### config.mk
export PLATFORM = sky130hd
export DESIGN_NAME = pre_switch
export DESIGN_NICKNAME = d
export VERILOG_FILES = /design/src/rtl/pre_switch_pkg.sv /design/src/rtl/pre_switch_gap_timer.sv /design/src/rtl/pre_switch.sv
export SDC_FILE = /design/constraint.sdc
export NUM_CORES = 1
export LEC_CHECK = 0
export CORE_AREA = 2 2 66 68
export CTS_CLUSTER_DIAMETER = 60
export DETAILED_ROUTE_END_ITERATION = 7
export DIE_AREA = 0 0 68 70
export PLACE_DENSITY = 0.75
export SLEW_MARGIN = 20
export SYNTH_ARGS = -nofsm -noshare
export SYNTH_HDL_FRONTEND = slang
export SYNTH_SLANG_ARGS = --single-unit
### constraint.sdc
create_clock -name clk -period 2.3 [get_ports clk]
set_clock_uncertainty 0.2 [all_clocks]
set_input_delay 0.46 -clock clk [delete_from_list [all_inputs] [get_ports clk]]
set_output_delay 0.46 -clock clk [all_outputs]
set_load 0.1 [all_outputs]
### src/rtl/pre_switch_pkg.sv
// Shared types and widths for the redundant-RX merger (pre_switch) and its gap timer.
package pre_switch_pkg;

    localparam int unsigned DATA_W = 8;
    localparam int unsigned CNT_W  = 16;

    typedef enum logic [1:0] {
        ST_SYNC   = 2'd0,
        ST_FOLLOW = 2'd1,
        ST_IFG    = 2'd2
    } state_e;

    // One GMII receive beat
    typedef struct packed {
        logic [DATA_W-1:0] data;
        logic              dv;
        logic              er;
    } gmii_t;

    localparam gmii_t GMII_IDLE = '0;

endpackage

### src/rtl/pre_switch_gap_timer.sv
// Inter-frame gap counter: load clears, en counts, done_c flags the last gap cycle.
module pre_switch_gap_timer
    import pre_switch_pkg::*;
#(
    parameter int unsigned IFG_CLOCKS = 12
) (
    input  logic clk,
    input  logic rst_n,
    input  logic i_load,
    input  logic i_en,
    output logic o_done_c
);

    logic [CNT_W-1:0] r_cnt;

    always_ff @(posedge clk or negedge rst_n) begin
        if (!rst_n) begin
            r_cnt <= '0;
        end else if (i_load) begin
            r_cnt <= '0;
        end else if (i_en) begin
            r_cnt <= r_cnt + CNT_W'(1);
        end
    end

    assign o_done_c = (r_cnt == CNT_W'(IFG_CLOCKS - 1));

endmodule

### src/rtl/pre_switch.sv
// Merges two redundant GMII RX streams, switching ports only between frames with a forced gap.
// Optional PRE_SWITCH_STATS_EN adds switch_count / drop_count statistics outputs.
module pre_switch
    import pre_switch_pkg::*;
#(
    parameter int unsigned IFG_CLOCKS = 12
) (
    input  logic              clk,
    input  logic              rst_n,
    input  logic              select,
    input  logic [DATA_W-1:0] a_data,
    input  logic              a_dv,
    input  logic              a_er,
    input  logic [DATA_W-1:0] b_data,
    input  logic              b_dv,
    input  logic              b_er,
    output logic [DATA_W-1:0] up_data,
    output logic              up_dv,
    output logic              up_er,
    output logic              active,
    output logic              switch_done
`ifdef PRE_SWITCH_STATS_EN
    ,
    output logic [CNT_W-1:0]  switch_count,
    output logic [CNT_W-1:0]  drop_count
`endif
);

    state_e r_state, w_state_nxt;
    logic   r_cur, w_cur_nxt;
    logic   r_changed, w_changed_nxt;
    logic   r_done, w_done_nxt;
    gmii_t  r_up, w_up_nxt;
    logic   w_port;
    gmii_t  w_in;
    logic   w_gap_load, w_gap_en, w_gap_done;

    // In SYNC the requested port is already looked at, so a pending switch costs no extra cycle
    assign w_port = (r_state == ST_SYNC) ? select : r_cur;
    assign w_in   = w_port ? gmii_t'{data: b_data, dv: b_dv, er: b_er}
                           : gmii_t'{data: a_data, dv: a_dv, er: a_er};

    pre_switch_gap_timer #(
        .IFG_CLOCKS (IFG_CLOCKS)
    ) u_gap_timer (
        .clk      (clk),
        .rst_n    (rst_n),
        .i_load   (w_gap_load),
        .i_en     (w_gap_en),
        .o_done_c (w_gap_done)
    );

    always_ff @(posedge clk or negedge rst_n) begin
        if (!rst_n) begin
            r_state   <= ST_SYNC;
            r_cur     <= 1'b0;
            r_changed <= 1'b0;
            r_done    <= 1'b0;
            r_up      <= GMII_IDLE;
        end else begin
            r_state   <= w_state_nxt;
            r_cur     <= w_cur_nxt;
            r_changed <= w_changed_nxt;
            r_done    <= w_done_nxt;
            r_up      <= w_up_nxt;
        end
    end

    always_comb begin
        w_state_nxt   = r_state;
        w_cur_nxt     = r_cur;
        w_changed_nxt = r_changed;
        w_done_nxt    = 1'b0;
        w_up_nxt      = GMII_IDLE;
        w_gap_load    = 1'b0;
        w_gap_en      = 1'b0;
        case (r_state)
            ST_SYNC: begin
                if (select != r_cur) begin
                    w_cur_nxt     = select;
                    w_changed_nxt = 1'b1;
                end
                // A frame already in flight is swallowed until its dv falls
                if (!w_in.dv) begin
                    w_state_nxt   = ST_FOLLOW;
                    w_done_nxt    = w_changed_nxt;
                    w_changed_nxt = 1'b0;
                end
            end
            ST_FOLLOW: begin
                if ((select != r_cur) && !w_in.dv) begin
                    w_cur_nxt     = select;
                    w_changed_nxt = 1'b1;
                    w_gap_load    = 1'b1;
                    w_state_nxt   = ST_IFG;
                end else begin
                    w_up_nxt = w_in;
                end
            end
            ST_IFG: begin
                w_gap_en = 1'b1;
                if (w_gap_done) begin
                    w_state_nxt = ST_SYNC;
                end
            end
            default: begin
                w_state_nxt = ST_SYNC;
            end
        endcase
    end

    assign up_data     = r_up.data;
    assign up_dv       = r_up.dv;
    assign up_er       = r_up.er;
    assign active      = r_cur;
    assign switch_done = r_done;

`ifdef PRE_SWITCH_STATS_EN
    logic [CNT_W-1:0] r_switch_cnt;
    logic [CNT_W-1:0] r_drop_cnt;
    logic             r_drop_armed;
    logic             w_drop_new;

    // A discarded frame counts once; a port change in SYNC exposes a different frame
    assign w_drop_new = (r_state == ST_SYNC) && w_in.dv && (!r_drop_armed || (w_cur_nxt != r_cur));

    always_ff @(posedge clk or negedge rst_n) begin
        if (!rst_n) begin
            r_switch_cnt <= '0;
            r_drop_cnt   <= '0;
            r_drop_armed <= 1'b0;
        end else begin
            if (w_cur_nxt != r_cur) begin
                r_switch_cnt <= r_switch_cnt + CNT_W'(1);
            end
            if (w_drop_new && (r_drop_cnt != '1)) begin
                r_drop_cnt <= r_drop_cnt + CNT_W'(1);
            end
            r_drop_armed <= (r_state == ST_SYNC) && w_in.dv;
        end
    end

    assign switch_count = r_switch_cnt;
    assign drop_count   = r_drop_cnt;
`endif

endmodule
# Word level (Yosys, flattened, before mapping)

Index checks and enable logic that the tools add are counted.

Flip-flop bits (word level): 31

Add/sub/neg operators: 1
Eq/ne operators: 8
Multiplexer cells: 22
Reductions and logical operators: 8

Operators by type and width:

| kind                    | count |
|---|---|
| $mux W16                | 2 |
| $mux W10                | 3 |
| $add A16 B1 Y16 const B | 1 |
| $eq A16 B4 Y1 const B   | 1 |
| $mux W1                 | 11 |
| $mux W2                 | 3 |
| $pmux W2 S3             | 1 |
| $reduce_and A3 Y1       | 2 |
| $ne A2 B1 Y1 const B    | 2 |
| $ne A2 B2 Y1 const B    | 2 |
| $pmux W1 S2             | 2 |
| $reduce_bool A2 Y1      | 2 |
| $eq A2 B1 Y1 const B    | 1 |
| $eq A2 B2 Y1 const B    | 1 |
| $logic_not A2 Y1        | 1 |
| $reduce_and A2 Y1       | 1 |
| $logic_and A1 B1 Y1     | 1 |
| $logic_not A1 Y1        | 1 |
| $ne A1 B1 Y1            | 1 |

# Logic depth before layout (Yosys ltp)

Gate-level depths: netlist (run 1).

Depth in word-level cells: 8
Depth in mapped cells: 5

# By module

Synthesis (run 1) repeated with hierarchy kept, for this count alone.

Cells, all modules: 177
Area, all modules: 1699.1 µm²

By module, submodules not included:

| module               | cells each | area each (µm²) | instances |
|---|---|---|---|
| pre_switch_gap_timer | 92         | 874.6           | 1 |
| pre_switch           | 85         | 824.5           | 1 |

# Worst setup path before layout (run 1)

Ideal clock, no wire load.

Path kind: flip-flop to flip-flop
From: register r_cur, in the netlist active
To: register u_gap_timer.r_cnt[10]
Path buffers: 1
Cell stages (with the launch flop): 6
Data required time: 1.976 ns
Arrival time: 1.995 ns
Setup slack: -0.019 ns
Cell sequence: dfrtp_1 -> clkbuf_1 -> nor3b_1 -> o21a_1 -> nor2_1 -> a211o_1

Cells in the longest elaborated chain, start to end: 7

RTL lines:

| item                                           | RTL line                   | RTL |
|---|---|---|
| from (decl)                                    | pre_switch.sv:30           | `logic r_cur, w_cur_nxt;` |
| from (signal assigned)                         | pre_switch.sv:62           | `r_cur <= w_cur_nxt;` |
| $mux W1                                        | pre_switch.sv:39           | `assign w_port = (r_state == ST_SYNC) ? select : r_cur;` |
| $mux W10                                       | pre_switch.sv:40           | `assign w_in = w_port ? gmii_t'{data: b_data, dv: b_dv, er: b_er}` |
| $logic_not A1 Y1                               | pre_switch.sv:91           | `if ((select != r_cur) && !w_in.dv) begin` |
| $logic_and A1 B1 Y1 (*)                        | pre_switch.sv:91           |  |
| $mux W1 (*)                                    | pre_switch.sv:91           |  |
| $mux W1 (*)                                    | pre_switch.sv:77           | `case (r_state)` |
| $mux W16 or $reduce_bool A2 Y1 (tied branches) | n/a                        |  |
| to (signal assigned)                           | pre_switch_gap_timer.sv:22 | `r_cnt <= r_cnt + CNT_W'(1);` |
| to (decl)                                      | pre_switch_gap_timer.sv:14 | `logic [CNT_W-1:0] r_cnt;` |

Every way passes the cells marked *; elsewhere a longest branch is shown, timed or not.
A chain may end at the register's enable or synchronous reset.

# Final worst setup path (run 1)

From: input port select
To: register u_gap_timer.r_cnt[10]

Cells in the longest elaborated chain, start to end: 7

RTL lines:

| item                                           | RTL line         | RTL |
|---|---|---|
| from (decl)                                    | pre_switch.sv:10 | `input logic select,` |
| $mux W1                                        | pre_switch.sv:39 |  |
| $mux W10                                       | pre_switch.sv:40 |  |
| $logic_not A1 Y1                               | pre_switch.sv:91 |  |
| $logic_and A1 B1 Y1 (*)                        | pre_switch.sv:91 |  |
| $mux W1 (*)                                    | pre_switch.sv:91 |  |
| $mux W1 (*)                                    | pre_switch.sv:77 |  |
| $mux W16 or $reduce_bool A2 Y1 (tied branches) | n/a              |  |

Marks and branches as above.

==> results of run 1 <==
[power breakdown]
part	total [mW]	switching, mW	internal, mW
combinational	1.31	0.915	0.399
clock	0.407	0.195	0.212
sequential	0.859	0.155	0.704
total	2.58	1.26	1.31
[state kept, by name, summed over array words and instances, names as in the netlist]
| register | flops |
|---|---|
| r_state | 2 |
| up_er | 1 |
| up_dv | 1 |
| u_gap_timer.r_cnt | 16 |
| r_changed | 1 |
| up_data | 8 |
| active | 1 |
| switch_done | 1 |
[cells in the final DEF (no fill, tap or decap), types with 2 or more instances in the layout]
| cell | n |
|---|---|
| nor3_1 | 10 |
| clkdlybuf4s50_1 | 22 |
| nand4_1 | 4 |
| clkbuf_1 | 2 |
| nand2b_1 | 2 |
| o21ai_0 | 5 |
| mux2i_1 | 14 |
| or4_1 | 2 |
| nand2_1 | 10 |
| nor2_1 | 26 |
| a211o_1 | 2 |
| nand3_1 | 5 |
| xnor2_1 | 5 |
| nor2b_1 | 3 |
| nor4_1 | 3 |
| a21oi_1 | 3 |
| o211ai_1 | 2 |
| clkbuf_8 | 5 |
| a21o_1 | 3 |
| inv_1 | 4 |
| xor2_1 | 2 |
| a22o_1 | 2 |
| buf_4 | 20 |
| dfrtp_1 | 30 |
| a31oi_1 | 2 |
| nor3b_1 | 2 |
[stage by stage]
step	std cells	hold WS, ps	total power, mW	cell area [µm²]	utilization (%)
2_1_floorplan	157	-35.59	1.844	1545	-
3_3_place_gp	246	283.8	2.168	1961	47.31
3_5_place_dp	246	333.5	2.185	1961	47.31
4_1_cts	254	347.7	2.596	2042	49.28
5_1_grt	254	379.4	2.742	2042	49.28
6_report	254	347.5	2.579	2042	49.28
[final cells by class]
class                   instances  area share [%]
clock buffers                   7           3.738
clock inverters                 1          0.2451
inverters                       4          0.7353
multi-input cells             117           35.91
flip-flops and latches         31           38.05
well taps                      52           3.186
repair buffers                 42           18.14
[worst paths after layout]
| check | startpoint | endpoint | slack [ps] | depth (start not counted) |
|---|---|---|---|---|
| worst max register to register | r_state[0] | u_gap_timer.r_cnt[15] | 360 | 4 |
| worst min register to register | r_changed | switch_done | 350 | 2 |
| worst max-delay path | select | u_gap_timer.r_cnt[10] | 330 | 5 |
| max in group asynchronous | rst_n | active | 1240 | 2 |
| min in group asynchronous | rst_n | r_changed | 370 | 2 |
| worst min-delay path | r_changed | switch_done | 350 | 2 |
[per-layer routing]
metal / share of wire (%) / global-route usage [%] / vias to the layer above
li1: - / - / 642
met1: 42 / 19.31 / 597
met2: 49 / 24.38 / 42
met3: 7.9 / 7.085 / 6
met4: 2.0 / 6.000 / 0
met5: 0 / 0 / -
[worst register-to-register path: cells and delay by family (launching register included)]
kind             cells  cell delay [ps]
AO/OA/AOI/OAI        1              150
flip-flops           1              450
AND/OR/NAND/NOR      3             1070
[kinds of logic after synthesis]
| group | count (synthesis) |
|---|---|
| flops | 31 |
| fa+ha+maj | 1 |
| compound gates | 21 |
| mux | 15 |
| simple gates | 73 |
| xor+xnor | 7 |
| buf+inv | 9 |
==> flow_summary.json, run 1 <==
{
  "status": "finished, final reports clean",
  "final_critical_delay_including_setup_and_external_delays_ps": 1966,
  "worstHoldPathType": "reg2reg",
  "drcViolationCount": 0,
  "nets": 225,
  "vias": 1287,
  "place.detailed.hpwl_um": 2426,
  "netlist-cell-type-count": 34,
  "finalMaxSlewViolations": 0,
  "setup_violations": 0,
  "timing.fmax_mhz": 508.7,
  "post_synth_main_area_contributors": "dfrtp_1, mux2i_1, nor2_1",
  "synth_flop_cell": "dfrtp_1",
  "finalWeightedCongestion": 0.7867,
  "netlist_top_cells_count": "dfrtp_1, nor2_1, mux2i_1",
  "dp_worst_setup_slack_ps": 52.25,
  "htree_levels": 2,
  "leakagePower_nw": 0.9366,
  "netlist.area_leader.share_pct": 50.24,
  "clock_tree_buffer_depth": 2,
  "chipHeight_um": 70,
  "layout.filler_cells": 409,
  "critical_path.slowest_cell": "clkdlybuf4s50_1",
  "die-area_mm2": 0.004760,
  "finalWorstSetupSlack_ps": 334.1,
  "netlist_area_mm2": 0.001544,
  "grt_max_degree": 32,
  "buffer_ports.inserted": 34,
  "core_area_mm2": 0.004144,
  "average_routed_wire_per_standard_cell_um": 12.59,
  "syn_inst": 157,
  "max-vdd-ir-drop_v": 0.0009278,
  "ys_seq_elements": 31,
  "criticalPathCategory": "in2reg",
  "boundaryPins": 35,
  "first_global_vias": 1328,
  "critPathLaunchType": "primary input",
  "maxCapViolCount": 0,
  "cts-root-buf": "clkbuf_8",
  "antenna-diode-count": 0,
  "vias_per_cell": 5.067,
  "synth_adder_area_share_pct": 0.8104,
  "synth_area_per_cell_um2": 9.834,
  "post_detailed_route_count_of_antenna_violating_nets": 0,
  "area_overhead_vs_synth_pct": 32.25,
  "worst-slew-pin-transition_ps": 414.4,
  "post_synth_and_or_nand_nor_area_fraction_pct": 23.66,
  "async_flop_share_pct": 100.0,
  "timing.critical_path.slowest_cell_delay_ps": 500,
  "yosys.area.top_type": "dfrtp_1",
  "initial_utilization_pct": 37.26,
  "yosys_warnings": 0,
  "grt_use_total_pct": 15.88,
  "worst-endpoint-arrival_ps": 1930,
  "rows": 24,
  "grt_antenna_before_repair": 0,
  "totalNegativeSetupSlack_ps": 0,
  "drive_above_1_share_pct": 14.85,
  "worst_path_required_ps": 2260,
  "clk_pin_slew_worst_paths_ps": 60,
  "report.final.hold_viol_count": 0,
  "yosysMostFrequentCell": "dfrtp_1",
  "worst_skew_pair.late_latency_ps": 280,
  "grt_pass1_wl_um": 5796,
  "seqCellArea_um2": 777.0,
  "totalWireLength_um": 3198,
  "critPathCaptureType": "register",
  "tritoncts": "done",
  "synth_xor_xnor_area_share_pct": 3.971,
  "synth_top_family_by_area": "simple AND/OR/NAND/NOR gates",
  "max_slew_margin_pct": 72.32,
  "synth_fp_nets": 181,
  "drtPass1Iterations": 4,
  "cts.hold.buffers_added": 0,
  "drtIter0Drc": 56,
  "synth.mux.area_fraction_pct": 9.968,
  "synth_compound_area_share_pct": 9.076,
  "critical_path_peak_fanout": 6,
  "die_w_um": 68,
  "post-route-period-util_pct": 85.48,
  "synth-seq-area-share_pct": 50.24,
  "tritoncts_num_sinks": 31,
  "cp_cell_sequence": "clkdlybuf4s50_1 > nor3b_1 > o21a_1 > nor2_1 > a211o_1",
  "worstPathBufferInverterCount": 1,
  "cells_resized_by_post_cts_repair": 0,
  "rsz_0062_raised_after_global_routing": "no",
  "cellPowerDensity_mw_per_mm2": 1263,
  "cts_setup_buffers": 0,
  "multiInputGateArea_um2": 733.2,
  "tritoncts.num_buffers": 5,
  "cp_top_family": "compound AO/OA/AOI/OAI gates",
  "number_of_flops_mapped_to_enable_cells_by_yosys": 0,
  "grt.overflow.total": 0
}
No activity file was read; power rests on OpenSTA's default activity.
==> inputs of run 2 (changes only) <==
Settings changed: CORE_AREA 2 2 66 68 to 2 2 69 71, DIE_AREA 0 0 68 70 to 0 0 71 73, PLACE_DENSITY 0.75 to 0.74, SYNTH_HIERARCHICAL from default to 1.
==> run 2 against run 1 <==
  * Area after synthesis rose by 10%
  * Synthesized cell count rose by 13%
  * Utilization fell by 0.37 points
  * Largest power group unchanged
  * Combinational power rose by 22%
  * Critical endpoint is now u_gap_timer/r_cnt[8]
  * Largest cell class is now multi-input gates
  * Cell count rose by 7.9%
==> flow_summary.json, run 2 <==
{
  "grt_pass1_wl_um": 6423,
  "instances_no_fill": 274,
  "buffer_ports.inserted": 34,
  "chipHeight_um": 73,
  "finalWeightedCongestion": 0.8724,
  "drtIter0Drc": 49,
  "status": "finished, final reports clean",
  "grt.overflow.total": 0,
  "yosysMostFrequentCell": "dfrtp_1",
  "vias": 1504,
  "htree_levels": 2,
  "maxCapViolCount": 0,
  "ys_seq_elements": 31,
  "syn_inst": 177,
  "criticalPathCategory": "in2reg",
  "final_critical_delay_including_setup_and_external_delays_ps": 2186,
  "critical_path_peak_fanout": 5,
  "max-vdd-ir-drop_v": 0.0007654,
  "critPathLaunchType": "primary input",
  "cts_setup_buffers": 0,
  "internal_power_consumption_mw": 1.357,
  "max_slew_margin_pct": 64.57,
  "totalWireLength_um": 3833,
  "place.detailed.hpwl_um": 2646,
  "drive_above_1_share_pct": 20.00,
  "sequentialPowerShare_pct": 29.0,
  "yosys_warnings": 6,
  "cellPowerDensity_mw_per_mm2": 1272,
  "clkPwrFrac_pct": 14.2,
  "netlist-cell-type-count": 44,
  "largest_register": "u_gap_timer/r_cnt",
  "post-route-period-util_pct": 95.03,
  "share_comb_of_total_power_pct": 56.8,
  "tritoncts_num_sinks": 31,
  "tritoncts.num_buffers": 5,
  "number_of_flops_mapped_to_enable_cells_by_yosys": 0,
  "dpl.cell_count": 266,
  "worstHoldPathType": "reg2reg",
  "timing.fmax_mhz": 457.5,
  "grt_antenna_before_repair": 0,
  "layout.filler_cells": 419,
  "grt_use_total_pct": 15.53,
  "netlist.area_leader.share_pct": 45.66,
  "fin_total_pwr_mw": 2.821,
  "report.final.hold_viol_count": 0,
  "worstRegToRegCells": 5,
  "worst_hold_slack_ps": 369.6,
  "drcViolationCount": 0,
  "synth_area_per_cell_um2": 9.600,
  "layout.cells.most_common_list": "dfrtp_1, buf_4, clkdlybuf4s50_1",
  "drtPass1Iterations": 4,
  "worst-endpoint-arrival_ps": 2190,
  "cts-root-buf": "clkbuf_8",
  "netlist_area_mm2": 0.001699,
  "critPathCaptureType": "register",
  "nets": 243,
  "post_synth_main_area_contributors": "dfrtp_1, a21oi_1, nand3_1",
  "area_overhead_vs_synth_pct": 30.56,
  "post_detailed_route_count_of_antenna_violating_nets": 0,
  "finalMaxSlewViolations": 0,
  "setup_violations": 0,
  "die-area_mm2": 0.005183,
  "clock_tree_buffer_depth": 2,
  "rsz_0062_raised_after_global_routing": "no",
  "die_w_um": 71,
  "vias_per_cell": 5.489,
  "leakagePower_nw": 0.9903,
  "power_switching_mw": 1.464,
  "tritoncts": "done",
  "clk_pin_slew_worst_paths_ps": 60,
  "netlist_top_cells_count": "dfrtp_1, nor2_1, a21oi_1",
  "worst_skew_pair.late_latency_ps": 280,
  "layout.cells.most_common": "dfrtp_1",
  "sw_frac_of_total_pct": 51.89,
  "largest_register_ffs": 16,
  "synth_fp_nets": 201,
  "initial_utilization_pct": 37.46,
  "synth_flop_cell": "dfrtp_1",
  "core_area_mm2": 0.004536,
  "hold-path-cell-count": 2,
  "synth-seq-area-share_pct": 45.66,
  "boundaryPins": 35,
  "grt_max_degree": 32,
  "worst-slew-pin-transition_ps": 530.3,
  "yosys.area.top_type": "dfrtp_1",
  "totalNegativeSetupSlack_ps": 0,
  "antenna-diode-count": 0,
  "rows": 25,
  "worst_path_required_ps": 2310,
  "layout.cell_area.non_filler_mm2": 0.002218,
  "first_global_vias": 1470,
  "placed_cell_area_mm2": 0.002110,
  "average_routed_wire_per_standard_cell_um": 13.99,
  "async_flop_share_pct": 100.0
}
run 2: cell count changes in the layout (fill, tap and decap cells not counted), sizes merged, moves of 5 or more:
cell and change:
a21oi +13, mux2i -12, o21ai +9, nand3 +8, nor2 -8, nor3 -6
buf +5
run 2: metal layers:
metal / track usage, % / up-vias / routed length [µm]
met3: 3.729 / 6 / 196
met2: 26.79 / 54 / 1868
met4: 7.128 / 0 / 68
met5: 0 / - / 0
li1: - / 721 / -
met1: 18.36 / 723 / 1700
run 2: kinds of logic (layout without fill, tap and decap cells):
logic type	Yosys count	count (layout)	synth area share, %
xor+xnor	10	10	5.154
flops	31	31	45.66
compound gates	43	43	15.17
buf+inv	15	58	5.743
fa+ha+maj	1	1	0.7363
simple gates	72	72	23.79
mux	5	5	3.755
run 2: area by class of cell:
type                            instances  area, µm²  share of cell area, %
Clock buffer                            7      76.32                  3.440
Multi-Input combinational cell        131      853.3                  38.47
Tap cell                               54      67.56                  3.046
Clock inverter                          1      5.005                 0.2256
Inverter                                3      11.26                 0.5076
Timing Repair Buffer                   47      425.4                  19.18
Sequential cell                        31      779.5                  35.14
run 2: worst max-delay path: stages:
cell and delay, ps:
clkdlybuf4s50_1 430, nor2_1 140, a21oi_1 120, nor2_2 220, o2111ai_2 220, or3_2 450
a21oi_1 150
run 2: stage by stage:
step | utilization [%] | worst slack, ps
floorplan | - | 35.92
global placement | 46.51 | -316.6
detailed placement | 46.51 | -371.6
CTS | 48.36 | -1.343
global route | 48.91 | 17.34
finish | 48.91 | 114.3
run 2: path summary, 6_finish.rpt:
| path | start | endpoint | slack, ps |
|---|---|---|---|
| setup / recovery | b_dv | u_gap_timer/r_cnt[8] | 110 |
| min in group asynchronous | rst_n | up_data[2] | 380 |
| max in group asynchronous | rst_n | active | 1210 |
| hold / removal | u_gap_timer/r_cnt[15] | u_gap_timer/r_cnt[15] | 370 |
| hold reg to reg | u_gap_timer/r_cnt[15] | u_gap_timer/r_cnt[15] | 370 |
| setup reg to reg | r_state[0] | u_gap_timer/r_cnt[15] | 120 |
run 2: timing repair:
item,CTS,global route
gates resized for setup,1,5
setup endpoints to repair,3,5
hold buffers,0,0
pin swaps,2,2
run 2: power by group through the flow:
| stage | clock [mW] | combinational, mW | sequential [mW] |
|---|---|---|---|
| detailed placement | 0 | 1.59 | 0.818 |
| global route | 0.445 | 1.70 | 0.837 |
| finish | 0.402 | 1.60 | 0.818 |
| CTS | 0.422 | 1.60 | 0.809 |
| floorplan | 0 | 0.603 | 1.46 |
| global placement | 0 | 1.57 | 0.815 |
